<file path="config.mk">
export PLATFORM = sky130hd
export DESIGN_NAME = exhaustive_stim_sequencer_flat
export DESIGN_NICKNAME = d
export VERILOG_FILES = /design/src/rtl/exhaustive_stim_sequencer_pkg.sv /design/src/rtl/exhaustive_stim_sequencer_if.sv /design/src/rtl/exhaustive_stim_sequencer_sig_misr.sv /design/src/rtl/exhaustive_stim_sequencer.sv /design/src/flat_wrapper.sv
export SDC_FILE = /design/constraint.sdc
export NUM_CORES = 1
export LEC_CHECK = 0
export BUFFER_PORTS_ARGS = -buffer_cell sky130_fd_sc_hd__buf_4
export CORE_MARGIN = 2
export CORE_UTILIZATION = 50
export DETAILED_ROUTE_END_ITERATION = 7
export HOLD_SLACK_MARGIN = 0.08
export PLACE_DENSITY = 0.79
export SYNTH_ARGS = -nofsm -noshare
export SYNTH_HDL_FRONTEND = slang
export SYNTH_SLANG_ARGS = --single-unit
</file>
<file path="constraint.sdc">
create_clock -name clk -period 3.4 [get_ports clk]
set_clock_uncertainty 0.05 [all_clocks]
set_input_delay 0.34 -clock clk [delete_from_list [all_inputs] [get_ports clk]]
set_output_delay 0.34 -clock clk [all_outputs]
set_load 0.02 [all_outputs]
</file>
<file path="src/rtl/exhaustive_stim_sequencer_pkg.sv">
// Shared definitions for the exhaustive stimulus sequencer.
//   seq_state_e    : sequencer FSM states
//   MISR_POLY      : signature feedback polynomial (low SIG_W bits used; 16'h1021 at SIG_W=16)
//   SETTLE_CYC_MIN : smallest legal settle time
//   SETTLE_CYC_MAX : largest legal settle time
//   SETTLE_CNT_W   : settle counter width, wide enough for SETTLE_CYC_MAX
package exhaustive_seq_pkg;

  typedef enum logic [1:0] {
    IDLE    = 2'd0,
    SETTLE  = 2'd1,
    CAPTURE = 2'd2,
    DONE    = 2'd3
  } seq_state_e;

  localparam logic [63:0]  MISR_POLY      = 64'h1021;
  localparam int unsigned  SETTLE_CYC_MIN = 1;
  localparam int unsigned  SETTLE_CYC_MAX = 255;
  localparam int unsigned  SETTLE_CNT_W   = $clog2(SETTLE_CYC_MAX + 1);

endpackage

</file>
<file path="src/rtl/exhaustive_stim_sequencer_if.sv">
// Host/DUT-facing bus of the exhaustive stimulus sequencer.
//   start, abort : host run control
//   stim         : vector driven to the DUT under test
//   dut_out      : DUT response
//   busy, done   : run status
//   signature    : MISR result
//   golden, pass : signature compare, present only when SIG_COMPARE_EN is defined
// Modports: master = host + DUT side, slave = sequencer.
interface exhaustive_stim_sequencer_if #(
  parameter int unsigned IN_W  = 6,
  parameter int unsigned OUT_W = 3,
  parameter int unsigned SIG_W = 16
);
  logic             start;
  logic             abort;
  logic [IN_W-1:0]  stim;
  logic [OUT_W-1:0] dut_out;
  logic             busy;
  logic             done;
  logic [SIG_W-1:0] signature;
`ifdef SIG_COMPARE_EN
  logic [SIG_W-1:0] golden;
  logic             pass;

  modport master (output start, abort, dut_out, golden,
                  input  stim, busy, done, signature, pass);
  modport slave  (input  start, abort, dut_out, golden,
                  output stim, busy, done, signature, pass);
`else
  modport master (output start, abort, dut_out,
                  input  stim, busy, done, signature);
  modport slave  (input  start, abort, dut_out,
                  output stim, busy, done, signature);
`endif
endinterface

</file>
<file path="src/rtl/exhaustive_stim_sequencer_sig_misr.sv">
// Multiple-input signature register.
//   clk, rst   : clock, asynchronous active-high reset
//   i_clear    : zero the signature (wins over i_enable)
//   i_enable   : fold i_data into the signature
//   i_data     : word to compact, zero-extended to SIG_W
//   o_sig      : registered signature
//   o_sig_next : value the signature takes on the next enabled edge
module sig_misr
  import exhaustive_seq_pkg::*;
#(
  parameter int unsigned      SIG_W  = 16,
  parameter int unsigned      DATA_W = 3,
  parameter logic [SIG_W-1:0] POLY   = MISR_POLY[SIG_W-1:0]
) (
  input  logic              clk,
  input  logic              rst,
  input  logic              i_clear,
  input  logic              i_enable,
  input  logic [DATA_W-1:0] i_data,
  output logic [SIG_W-1:0]  o_sig,
  output logic [SIG_W-1:0]  o_sig_next
);
  logic [SIG_W-1:0] r_sig;
  logic [SIG_W-1:0] w_feedback;
  logic [SIG_W-1:0] w_sig_next;

  assign w_feedback = r_sig[SIG_W-1] ? POLY : '0;
  assign w_sig_next = {r_sig[SIG_W-2:0], 1'b0} ^ w_feedback ^ SIG_W'(i_data);

  always_ff @(posedge clk or posedge rst) begin
    if (rst)           r_sig <= '0;
    else if (i_clear)  r_sig <= '0;
    else if (i_enable) r_sig <= w_sig_next;
  end

  assign o_sig      = r_sig;
  assign o_sig_next = w_sig_next;
endmodule

</file>
<file path="src/rtl/exhaustive_stim_sequencer.sv">
// Exhaustive stimulus sequencer: walks a combinational DUT through every
// input vector 0 .. 2^IN_W-1, holding each for SETTLE_CYC cycles, and
// compacts the DUT responses into a MISR signature.
//   clk    : clock, rising edge
//   rst    : asynchronous active-high reset
//   if_seq : slave side of exhaustive_stim_sequencer_if (start/abort, stim,
//            dut_out, busy/done, signature, and golden/pass when enabled)
// Optional feature macro: SIG_COMPARE_EN (golden input, registered pass output).
module exhaustive_stim_sequencer
  import exhaustive_seq_pkg::*;
#(
  parameter int unsigned IN_W       = 6,
  parameter int unsigned OUT_W      = 3,
  parameter int unsigned SIG_W      = 16,
  parameter int unsigned SETTLE_CYC = 1
) (
  input logic                      clk,
  input logic                      rst,
  exhaustive_stim_sequencer_if.slave if_seq
);
  localparam logic [SETTLE_CNT_W-1:0] SETTLE_RELOAD = SETTLE_CNT_W'(SETTLE_CYC - 1);

  seq_state_e              r_state;
  logic [IN_W-1:0]         r_stim;
  logic [SETTLE_CNT_W-1:0] r_settle_cnt;
  logic                    r_busy;
  logic                    r_done;

  logic                    w_running;
  logic                    w_abort_run;
  logic                    w_launch;
  logic                    w_capture;
  logic [SIG_W-1:0]        w_sig;
  logic [SIG_W-1:0]        w_sig_next;

  // abort outranks start even in IDLE/DONE, where it otherwise does nothing
  assign w_running   = (r_state == SETTLE) || (r_state == CAPTURE);
  assign w_abort_run = if_seq.abort && w_running;
  assign w_launch    = if_seq.start && !if_seq.abort &&
                       ((r_state == IDLE) || (r_state == DONE));
  assign w_capture   = (r_state == CAPTURE) && !if_seq.abort;

  always_ff @(posedge clk or posedge rst) begin
    if (rst) begin
      r_state      <= IDLE;
      r_stim       <= '0;
      r_settle_cnt <= '0;
      r_busy       <= 1'b0;
      r_done       <= 1'b0;
    end else begin
      case (r_state)
        IDLE, DONE: begin
          if (w_launch) begin
            r_state      <= SETTLE;
            r_stim       <= '0;
            r_settle_cnt <= SETTLE_RELOAD;
            r_busy       <= 1'b1;
            r_done       <= 1'b0;
          end
        end
        SETTLE: begin
          if (w_abort_run) begin
            r_state <= IDLE;
            r_busy  <= 1'b0;
          end else if (r_settle_cnt == '0) begin
            r_state <= CAPTURE;
          end else begin
            r_settle_cnt <= r_settle_cnt - SETTLE_CNT_W'(1);
          end
        end
        CAPTURE: begin
          if (w_abort_run) begin
            r_state <= IDLE;
            r_busy  <= 1'b0;
          end else if (&r_stim) begin
            r_state <= DONE;
            r_busy  <= 1'b0;
            r_done  <= 1'b1;
          end else begin
            r_stim       <= r_stim + IN_W'(1);
            r_settle_cnt <= SETTLE_RELOAD;
            r_state      <= SETTLE;
          end
        end
        default: r_state <= IDLE;
      endcase
    end
  end

  sig_misr #(
    .SIG_W  (SIG_W),
    .DATA_W (OUT_W)
  ) u_misr (
    .clk        (clk),
    .rst        (rst),
    .i_clear    (w_launch),
    .i_enable   (w_capture),
    .i_data     (if_seq.dut_out),
    .o_sig      (w_sig),
    .o_sig_next (w_sig_next)
  );

  assign if_seq.stim      = r_stim;
  assign if_seq.busy      = r_busy;
  assign if_seq.done      = r_done;
  assign if_seq.signature = w_sig;

`ifdef SIG_COMPARE_EN
  logic r_pass;

  // compare against the post-capture value so pass lands together with done
  always_ff @(posedge clk or posedge rst) begin
    if (rst)                                r_pass <= 1'b0;
    else if (w_launch || w_abort_run)       r_pass <= 1'b0;
    else if (w_capture && (&r_stim))        r_pass <= (w_sig_next == if_seq.golden);
  end

  assign if_seq.pass = r_pass;
`else
  logic w_unused_sig_next;
  assign w_unused_sig_next = ^w_sig_next;
`endif
endmodule

</file>
<file path="src/flat_wrapper.sv">
// flat-port wrapper written by rule: the top's interface ports become plain ports
module exhaustive_stim_sequencer_flat import exhaustive_seq_pkg::*;
#(
  parameter int unsigned IN_W       = 6,
  parameter int unsigned OUT_W      = 3,
  parameter int unsigned SIG_W      = 16,
  parameter int unsigned SETTLE_CYC = 1
)
  (clk, rst, if_seq_start, if_seq_abort, if_seq_dut_out, if_seq_stim, if_seq_busy, if_seq_done, if_seq_signature);
  exhaustive_stim_sequencer_if #(.IN_W(IN_W), .OUT_W(OUT_W), .SIG_W(SIG_W)) if_seq_i ();
  input logic clk;
  input logic rst;
  input wire logic [$bits(if_seq_i.start)-1:0] if_seq_start;
  input wire logic [$bits(if_seq_i.abort)-1:0] if_seq_abort;
  input wire logic [$bits(if_seq_i.dut_out)-1:0] if_seq_dut_out;
  output wire logic [$bits(if_seq_i.stim)-1:0] if_seq_stim;
  output wire logic [$bits(if_seq_i.busy)-1:0] if_seq_busy;
  output wire logic [$bits(if_seq_i.done)-1:0] if_seq_done;
  output wire logic [$bits(if_seq_i.signature)-1:0] if_seq_signature;
  assign if_seq_i.start = if_seq_start;
  assign if_seq_i.abort = if_seq_abort;
  assign if_seq_i.dut_out = if_seq_dut_out;
  assign if_seq_stim = if_seq_i.stim;
  assign if_seq_busy = if_seq_i.busy;
  assign if_seq_done = if_seq_i.done;
  assign if_seq_signature = if_seq_i.signature;
  exhaustive_stim_sequencer #(.IN_W(IN_W), .OUT_W(OUT_W), .SIG_W(SIG_W), .SETTLE_CYC(SETTLE_CYC)) u_core (.clk(clk), .rst(rst), .if_seq(if_seq_i));
endmodule
</file>
After elaboration in Yosys (flattened, before gate mapping)
Cells that the tools add are included.
{ "word_totals": {"register_bits": 34, "output_inout_bits": 24} }
{ "op_classes": {"addsub": 2, "n_eq_ne": 12, "muxes": 28, "bitwise_logic": 2, "n_reduce_logical": 18} }
{ "op_table": {"columns": ["op", "n"], "rows": [
  ["8-bit 2-to-1 mux", 5],
  ["16-bit 2-to-1 mux", 2],
  ["8-bit one-hot mux with 3 select lines", 1],
  ["6-bit 2-to-1 mux", 3],
  ["16-bit XOR", 1],
  ["16-bit by 3-bit XOR with 16-bit output", 1],
  ["13-bit 2-to-1 mux", 1],
  ["2-bit inequality test (second input constant)", 6],
  ["6-bit one-hot mux with 2 select lines", 1],
  ["2-bit 2-to-1 mux", 5],
  ["8-bit logical NOT", 1],
  ["4-bit AND reduction", 2],
  ["8-bit by 1-bit subtractor with 8-bit output (second input constant)", 1],
  ["1-bit 2-to-1 mux", 7],
  ["6-bit by 1-bit adder with 6-bit output (second input constant)", 1],
  ["3-bit by 2-bit inequality test with 1-bit output (second input constant)", 2],
  ["2-bit one-hot mux with 3 select lines", 1],
  ["6-bit AND reduction", 1],
  ["5-bit AND reduction", 1],
  ["2-bit equality test (second input constant)", 2],
  ["1-bit logical AND", 4],
  ["2-bit nonzero test", 2],
  ["1-bit one-hot mux with 3 select lines", 1],
  ["3-bit AND reduction", 1],
  ["8 further kinds", 9]
]} }

Longest topological paths before layout
Gate-level depths: netlist of the first run.
{ "logic_depth": {"depth_word": 5, "depth_mapped": 8, "depth_no_buf": 7} }

Hierarchy
A second synthesis of the first run with hierarchy kept.
{ "unflattened": {"hier_cells": 198, "hier_area_um2": 1868.0} }
{ "modules_own_cells": {"columns": ["mod", "instances", "cells_per_inst", "area_per_inst_um2"], "rows": [
  ["exhaustive_stim_sequencer", 1, 124, 1081.0],
  ["sig_misr", 1, 74, 787.0]
]} }

Worst setup path before layout of the first run
No wires, ideal clock.
{ "synth_path": {"path_type": "register -> register", "startpoint": "register u_core.r_state[0]", "endpoint": "register u_core.r_settle_cnt[3]", "setup_time_ps": 93, "t_arrival_ps": 1955, "t_required_ps": 3257, "slack_ps": 1302, "path_stages_with_launch": 9, "n_path_buf": 1, "synth_period_minus_slack_ps": 2098, "cell_sequence": "dfrtp_1 -> inv_1 -> ha_1 -> o21ai_2 -> o21ai_2 -> or2_0 -> buf_2 -> or4_1 -> o31ai_2"} }
{ "synth_via": {"elab_chain_cells": 5, "elab_cells_between_ends": 16} }
{ "synth_lines": {"columns": ["element", "line", "source"], "rows": [
  ["from (decl)", "exhaustive_stim_sequencer.sv:23", "seq_state_e r_state;"],
  ["from (signal assigned)", "exhaustive_stim_sequencer.sv:45", "r_state <= IDLE;"],
  ["from (signal assigned)", "exhaustive_stim_sequencer.sv:54", "r_state <= SETTLE;"],
  ["from (signal assigned)", "exhaustive_stim_sequencer.sv:63", "r_state <= IDLE;"],
  ["2-bit by 1-bit equality test with 1-bit output (tied with other cells)", "exhaustive_stim_sequencer.sv:37, exhaustive_stim_sequencer.sv:51", null],
  ["1-bit logical OR, on equally long branches", "exhaustive_stim_sequencer.sv:37, exhaustive_stim_sequencer.sv:40", null],
  ["1-bit logical AND, on equally long branches", "exhaustive_stim_sequencer.sv:38, exhaustive_stim_sequencer.sv:39", null],
  ["2-bit inequality test (no source line)", null, null],
  ["5-bit AND reduction (no source line)", null, null],
  ["to (signal assigned)", "exhaustive_stim_sequencer.sv:68", "r_settle_cnt <= r_settle_cnt - SETTLE_CNT_W'(1);"],
  ["to (decl)", "exhaustive_stim_sequencer.sv:25", "logic [SETTLE_CNT_W-1:0] r_settle_cnt;"]
]} }
Parallel ways exist; a longest one is shown, timed or not.
A chain may end at the register's enable or synchronous reset.

Worst setup path in the final report of the first run
Ends and elaborated chain as after synthesis.

==> results of run 1 <==
==> critical path, cell delays in order, from the launching register on <==
cell	delay (ps)
dfrtp_1	390
inv_1	50
ha_1	370
o21ai_2	220
o21ai_2	90
or2_0	340
or4_1	570
o31ai_2	190
==> kinds of logic (layout without fill, tap and decap cells) <==
group,after synthesis,in the layout,synth area share
AOI/OAI and AO/OA,57,57,0.205
xor gates and xnor gates,5,5,0.0248
adders and majority gates,5,5,0.0354
buffers and inverters,17,51,0.0382
DFF,34,34,0.481
muxes,3,3,0.0177
and+or+nand+nor,74,74,0.198
==> worst paths after layout <==
check | end | cells after the start | slack, ps | startpoint
setup / recovery | u_core.r_settle_cnt[3] | 7 | 1060 | u_core.r_state[0]
setup reg to reg | u_core.r_settle_cnt[3] | 7 | 1060 | u_core.r_state[0]
hold reg to reg | u_core.r_settle_cnt[7] | 1 | 450 | u_core.r_settle_cnt[7]
max in group asynchronous | u_core.if_seq.stim[5] | 4 | 2410 | rst
min in group asynchronous | u_core.u_misr.o_sig[12] | 4 | 570 | rst
hold / removal | u_core.u_misr.o_sig[1] | 3 | 210 | if_seq_dut_out[1]
==> registers in the layout, summed over array words and instances (netlist names) <==
signal,flops
u_core.r_settle_cnt,8
u_core.u_misr.o_sig,16
u_core.r_state,2
u_core.if_seq.stim,6
u_core.if_seq.busy,1
u_core.if_seq.done,1
==> cells in the mapped netlist, types with 2 or more instances <==
cell       n
clkbuf_1   6
o31a_1     2
dfrtp_1   34
a21oi_1   18
or4_1      2
nor4_1     2
o31ai_1    2
ha_1       5
xnor2_1    5
a22o_1     2
nand3_1    6
nand2b_1   4
o21ai_0   15
mux2i_1    2
nor3_1     3
o21ai_2    2
nor2_1    11
or3_1      2
buf_2      3
inv_1      7
a21o_1     2
a211oi_1   5
nor2b_1    3
nand2_1   36
==> routing by layer <==
layer | vias to the layer above | track usage
met5 | - | 0
li1 | 750 | -
met2 | 27 | 0.313
met3 | 6 | 0.0536
met1 | 706 | 0.268
met4 | 0 | 0.0734
==> cell type report <==
class	instances	area (µm²)
flip-flops and latches	34	851
inverters	8	30.0
fillers	317	1200
clock buffers	5	37.5
multi-input cells	144	850
repair buffers	35	265
clock inverters	3	68.8
well taps	46	57.6
==> per-stage QoR <==
step	setup WS [ps]	power (mW)
6_report	1060	1.60
5_1_grt	837	1.72
4_1_cts	1060	1.60
3_5_place_dp	1100	1.22
3_3_place_gp	1170	1.21
2_1_floorplan	1300	1.06
==> repair_timing <==
action,4_1_cts,5_1_grt
endpoints found under the hold margin,34,0
setup buffers,0,0
hold buffers,1,0
==> power breakdown <==
group / switching (mW) / internal [mW]
sequential: 0.0679 / 0.475
clock: 0.150 / 0.230
combinational: 0.410 / 0.265
total: 0.628 / 0.971
==> summary.txt, run 1 <==
Status - finished clean
Placed Area - 2040 µm²
Overall die height - 63.5 µm
Leak - 0.991 nW
Final period utilization - 0.689
Post-route DRC - 0
Total negative slack - 0 ps
Leading cell type in the layout, fill and taps excluded - nand2_1
Initial Util - 0.526
Total Wirelength - 3700 µm
Vias in the first global route - 1383
Core area - 3360 µm²
MaxCap Viol Count - 0
Clk_lat worst skew - 360 ps
Arr. time, crit path - 2560 ps
Port Buffers - 30
Sequential area share after synthesis - 0.481
Root Buffer - clkbuf_4
Post-Syn Area per Cell - 9.07 µm²
Total number of vias - 1489
Fin util - 0.642
VDD IR max - 0.000436 V
Crit Path Max Fanout - 15
Non-filler instance count after layout - 275
IO Pins - 31
# placed instances - 266
Max Root-Sink Buffers - 2
Sink Count - 34
Synth Register Bits - 34
Critical Path RT - 3620 ps
YS warnings - 0
Pwr Density - 740 nW/µm²
Slew Limit Fails - 0
Htree depth - 2
Post-synth cell types - 40
Total congestion overflow - 0
WL met2 - 1740 µm
Drt initial violations - 74
First-pass DRT Iterations - 4
Critical setup path kind - reg -> reg
Synthesized net count - 207
First-pass GRT wire length - 6300 µm
CTS tree - built
Min Clock Period, post-route - 2340 ps
Most frequent cells in the layout - nand2_1 (36), buf_4 (34), dfrtp_1 (34), a21oi_1 (18), o21ai_0 (15)
Clock transition at path regs - 110 ps
Met3 wire length - 137 µm
Final Wtd Congestion - 0.846
Area of the mapped netlist - 1770 µm²
Fin nets - 240
Yosys top cell area share - 0.481
Final Hold Viols - 0
Standard-cell row count - 21
Asr flop ratio synth - 1.00
Largest net degree at the start of global routing - 35
Max-slew headroom - 0.668
Via density - 5.41
Gate Count Post-Synth - 195
Die ar. - 4030 µm²
Post-synth EDFFs - 0
Detailed Place HPWL - 2490 µm
Critical path startpoint category - flop
Hold Slack - 210 ps
Final Instance Area - 2160 µm²
Fmax - 0.427 GHz
Initial antenna violation count - 0
Hold Path Class - in -> reg
Synth area leaders - dfrtp_1 (48%), nand2_1 (7.6%), a21oi_1 (5.1%)
Largest area contributor in the netlist - dfrtp_1
M1 WL - 1760 µm
Ant diodes - 0
DR WL/cell - 13.4 µm
RSZ-0062 raised after global routing - false
Area grow syn2layout - 22.2%
Total GRT Usage - 0.200
Die Width - 63.5 µm
Final setup viols - 0
Final ANT Viol Nets - 0
Max Used Layer - met4
Cts repair resizes - 0
Most common flop cell mapped by yosys - dfrtp_1
Worst Tran Pin Value - 498 ps
Number of CTS-inserted buffers - 5
Crit path capture type - flop
Layout cells sized above 1 - 0.210
(Power assumes the default switching activity.)
==> run 2: changes to the inputs <==
==> constraint.sdc (replaced) <==
create_clock -name clk -period 2.4 [get_ports clk]
set_clock_uncertainty 0.05 [all_clocks]
set_input_delay 0.24 -clock clk [delete_from_list [all_inputs] [get_ports clk]]
set_output_delay 0.24 -clock clk [all_outputs]
set_load 0.02 [all_outputs]
==> summary.txt, run 2 (synthesis gave the netlist of run 1 again) <==
Status - finished clean
Detailed Place HPWL - 2690 µm
Standard-cell row count - 21
Cell family with most CP delay - simple AND/OR/NAND/NOR gates
Critical path's most frequent cell - o21ai_2
Worst Tran Pin Value - 734 ps
# placed instances - 267
Register-to-Register Path Depth - 7
RSZ-0062 raised after global routing - false
Via density - 5.63
Final Wtd Congestion - 0.878
Slew Limit Fails - 0
Combinational power share - 0.467
Reg2Reg Setup Slack - 140 ps
Critical setup path kind - reg -> reg
Total number of vias - 1554
Sw power - 0.904 mW
Final setup viols - 0
Reg2reg start - u_core.r_state[0]
Pre-CTS setup slack - 159 ps
DR WL/cell - 13.8 µm
Fmax - 0.443 GHz
Cts repair resizes - 0
Fin util - 0.632
First-pass GRT wire length - 6420 µm
Leak - 0.975 nW
Die Width - 63.5 µm
MaxCap Viol Count - 0
IO Pins - 31
Root Buffer - clkbuf_4
Initial antenna violation count - 0
Number of setup buffers added after CTS - 0
Number of CTS-inserted buffers - 5
Total congestion overflow - 0
Most frequent cells in the layout - nand2_1 (36), buf_4 (35), dfrtp_1 (34), a21oi_1 (18), o21ai_0 (15)
Crit. Startpoint - u_core.r_state[0]
CTS tree - built
Largest net degree at the start of global routing - 35
Clk_lat worst skew - 330 ps
Crit path capture type - flop
Ant diodes - 0
Max Root-Sink Buffers - 2
Leading cell type in the layout, fill and taps excluded - nand2_1
Clock power share - 0.164
Port Buffers - 30
Switching share of total power - 0.431
Drt initial violations - 123
Final Hold Viols - 0
Worst setup margin - 145 ps
Total negative slack - 0 ps
VDD IR max - 0.000588 V
Final ANT Viol Nets - 0
Vias in the first global route - 1385
Initial Util - 0.526
Placed Area - 2050 µm²
Area grow syn2layout - 20.2%
Fin nets - 241
Critical path startpoint category - flop
Overall die height - 63.5 µm
Total GRT Usage - 0.200
Cell Chain, Critical Path - inv_1, ha_1, o21ai_2, o21ai_2, or2_0, or4_1, o31ai_2
First-pass DRT Iterations - 4
Cell internal pwr - 1.19 mW
Final Instance Area - 2120 µm²
Layout cells sized above 1 - 0.213
Die ar. - 4030 µm²
Pwr Total - 2.10 mW
Max-slew headroom - 0.503
Non-filler instance count after layout - 276
Max incr delay on CP - 560 ps
Htree depth - 2
R2R Path End - u_core.r_settle_cnt[3]
Hold Path Class - in -> reg
Slowest CP cell - or4_1
Total Wirelength - 3800 µm
Min Clock Period, post-route - 2260 ps
Sequential cell fraction of total power - 0.370
Sink Count - 34
Crit path to - u_core.r_settle_cnt[3]
Max FFs per register - 16
Critical Path RT - 2590 ps
Arr. time, crit path - 2450 ps
Hold Slack - 139 ps
Crit Path Max Fanout - 9
Post-route DRC - 0
Core area - 3360 µm²
CP Buf/Inv Count - 1
Clock transition at path regs - 110 ps
WP depth - 7
Final period utilization - 0.940
Pwr Density - 988 nW/µm²
[run 2: changes by cell type in the layout (fill, tap and decap cells not counted)]
cell / before / now
clkinv_2: 0 / 1
buf_4: 34 / 35
bufinv_16: 2 / 0
clkbuf_8: 0 / 1
clkinv_4: 1 / 0
clkinvlp_4: 0 / 1
[run 2: power by group through the flow]
| stage | registers [mW] | logic [mW] | clock network (mW) |
|---|---|---|---|
| 2_1_floorplan | 0.810 | 0.685 | 0 |
| 3_3_place_gp | 0.779 | 0.947 | 0 |
| 3_5_place_dp | 0.785 | 0.968 | 0 |
| 4_1_cts | 0.775 | 0.974 | 0.346 |
| 5_1_grt | 0.789 | 1.09 | 0.370 |
| 6_report | 0.776 | 0.979 | 0.343 |
[run 2: metal layers]
layer,vias up,track usage,share of wire
met4,0,0.0516,0
met5,-,0,0
met1,766,0.277,0.45
met3,0,0.0411,0.037
li1,758,-,-
met2,30,0.321,0.51
[run 2: worst min-delay path: stages]
cell      delay (ps)
buf_4             80
xnor2_1          100
a211oi_1          60
[run 2: how the worst min path moves through the flow]
stage / from / to / cells after the start
after global placement: rst / u_core.u_misr.o_sig[1] / 3
after CTS: if_seq_dut_out[1] / u_core.u_misr.o_sig[1] / 3
after floorplan: rst / u_core.if_seq.busy / 1
final: if_seq_dut_out[1] / u_core.u_misr.o_sig[1] / 3
after global routing: if_seq_dut_out[1] / u_core.u_misr.o_sig[1] / 3
after detailed placement: rst / u_core.u_misr.o_sig[1] / 3
[run 2: final cells by class]
class,instances,area [µm²]
clock buffer,6,51.3
sequential,34,851
tap,46,57.6
inverter,8,30.0
timing repair buffer,36,273
multi-input combinational,144,850
fill,310,1240
clock inverter,2,12.5
[run 2: repair_timing]
item	CTS	global route
hold buffers	1	0
endpoints found under the setup margin	0	0
hold endpoints to repair	34	0
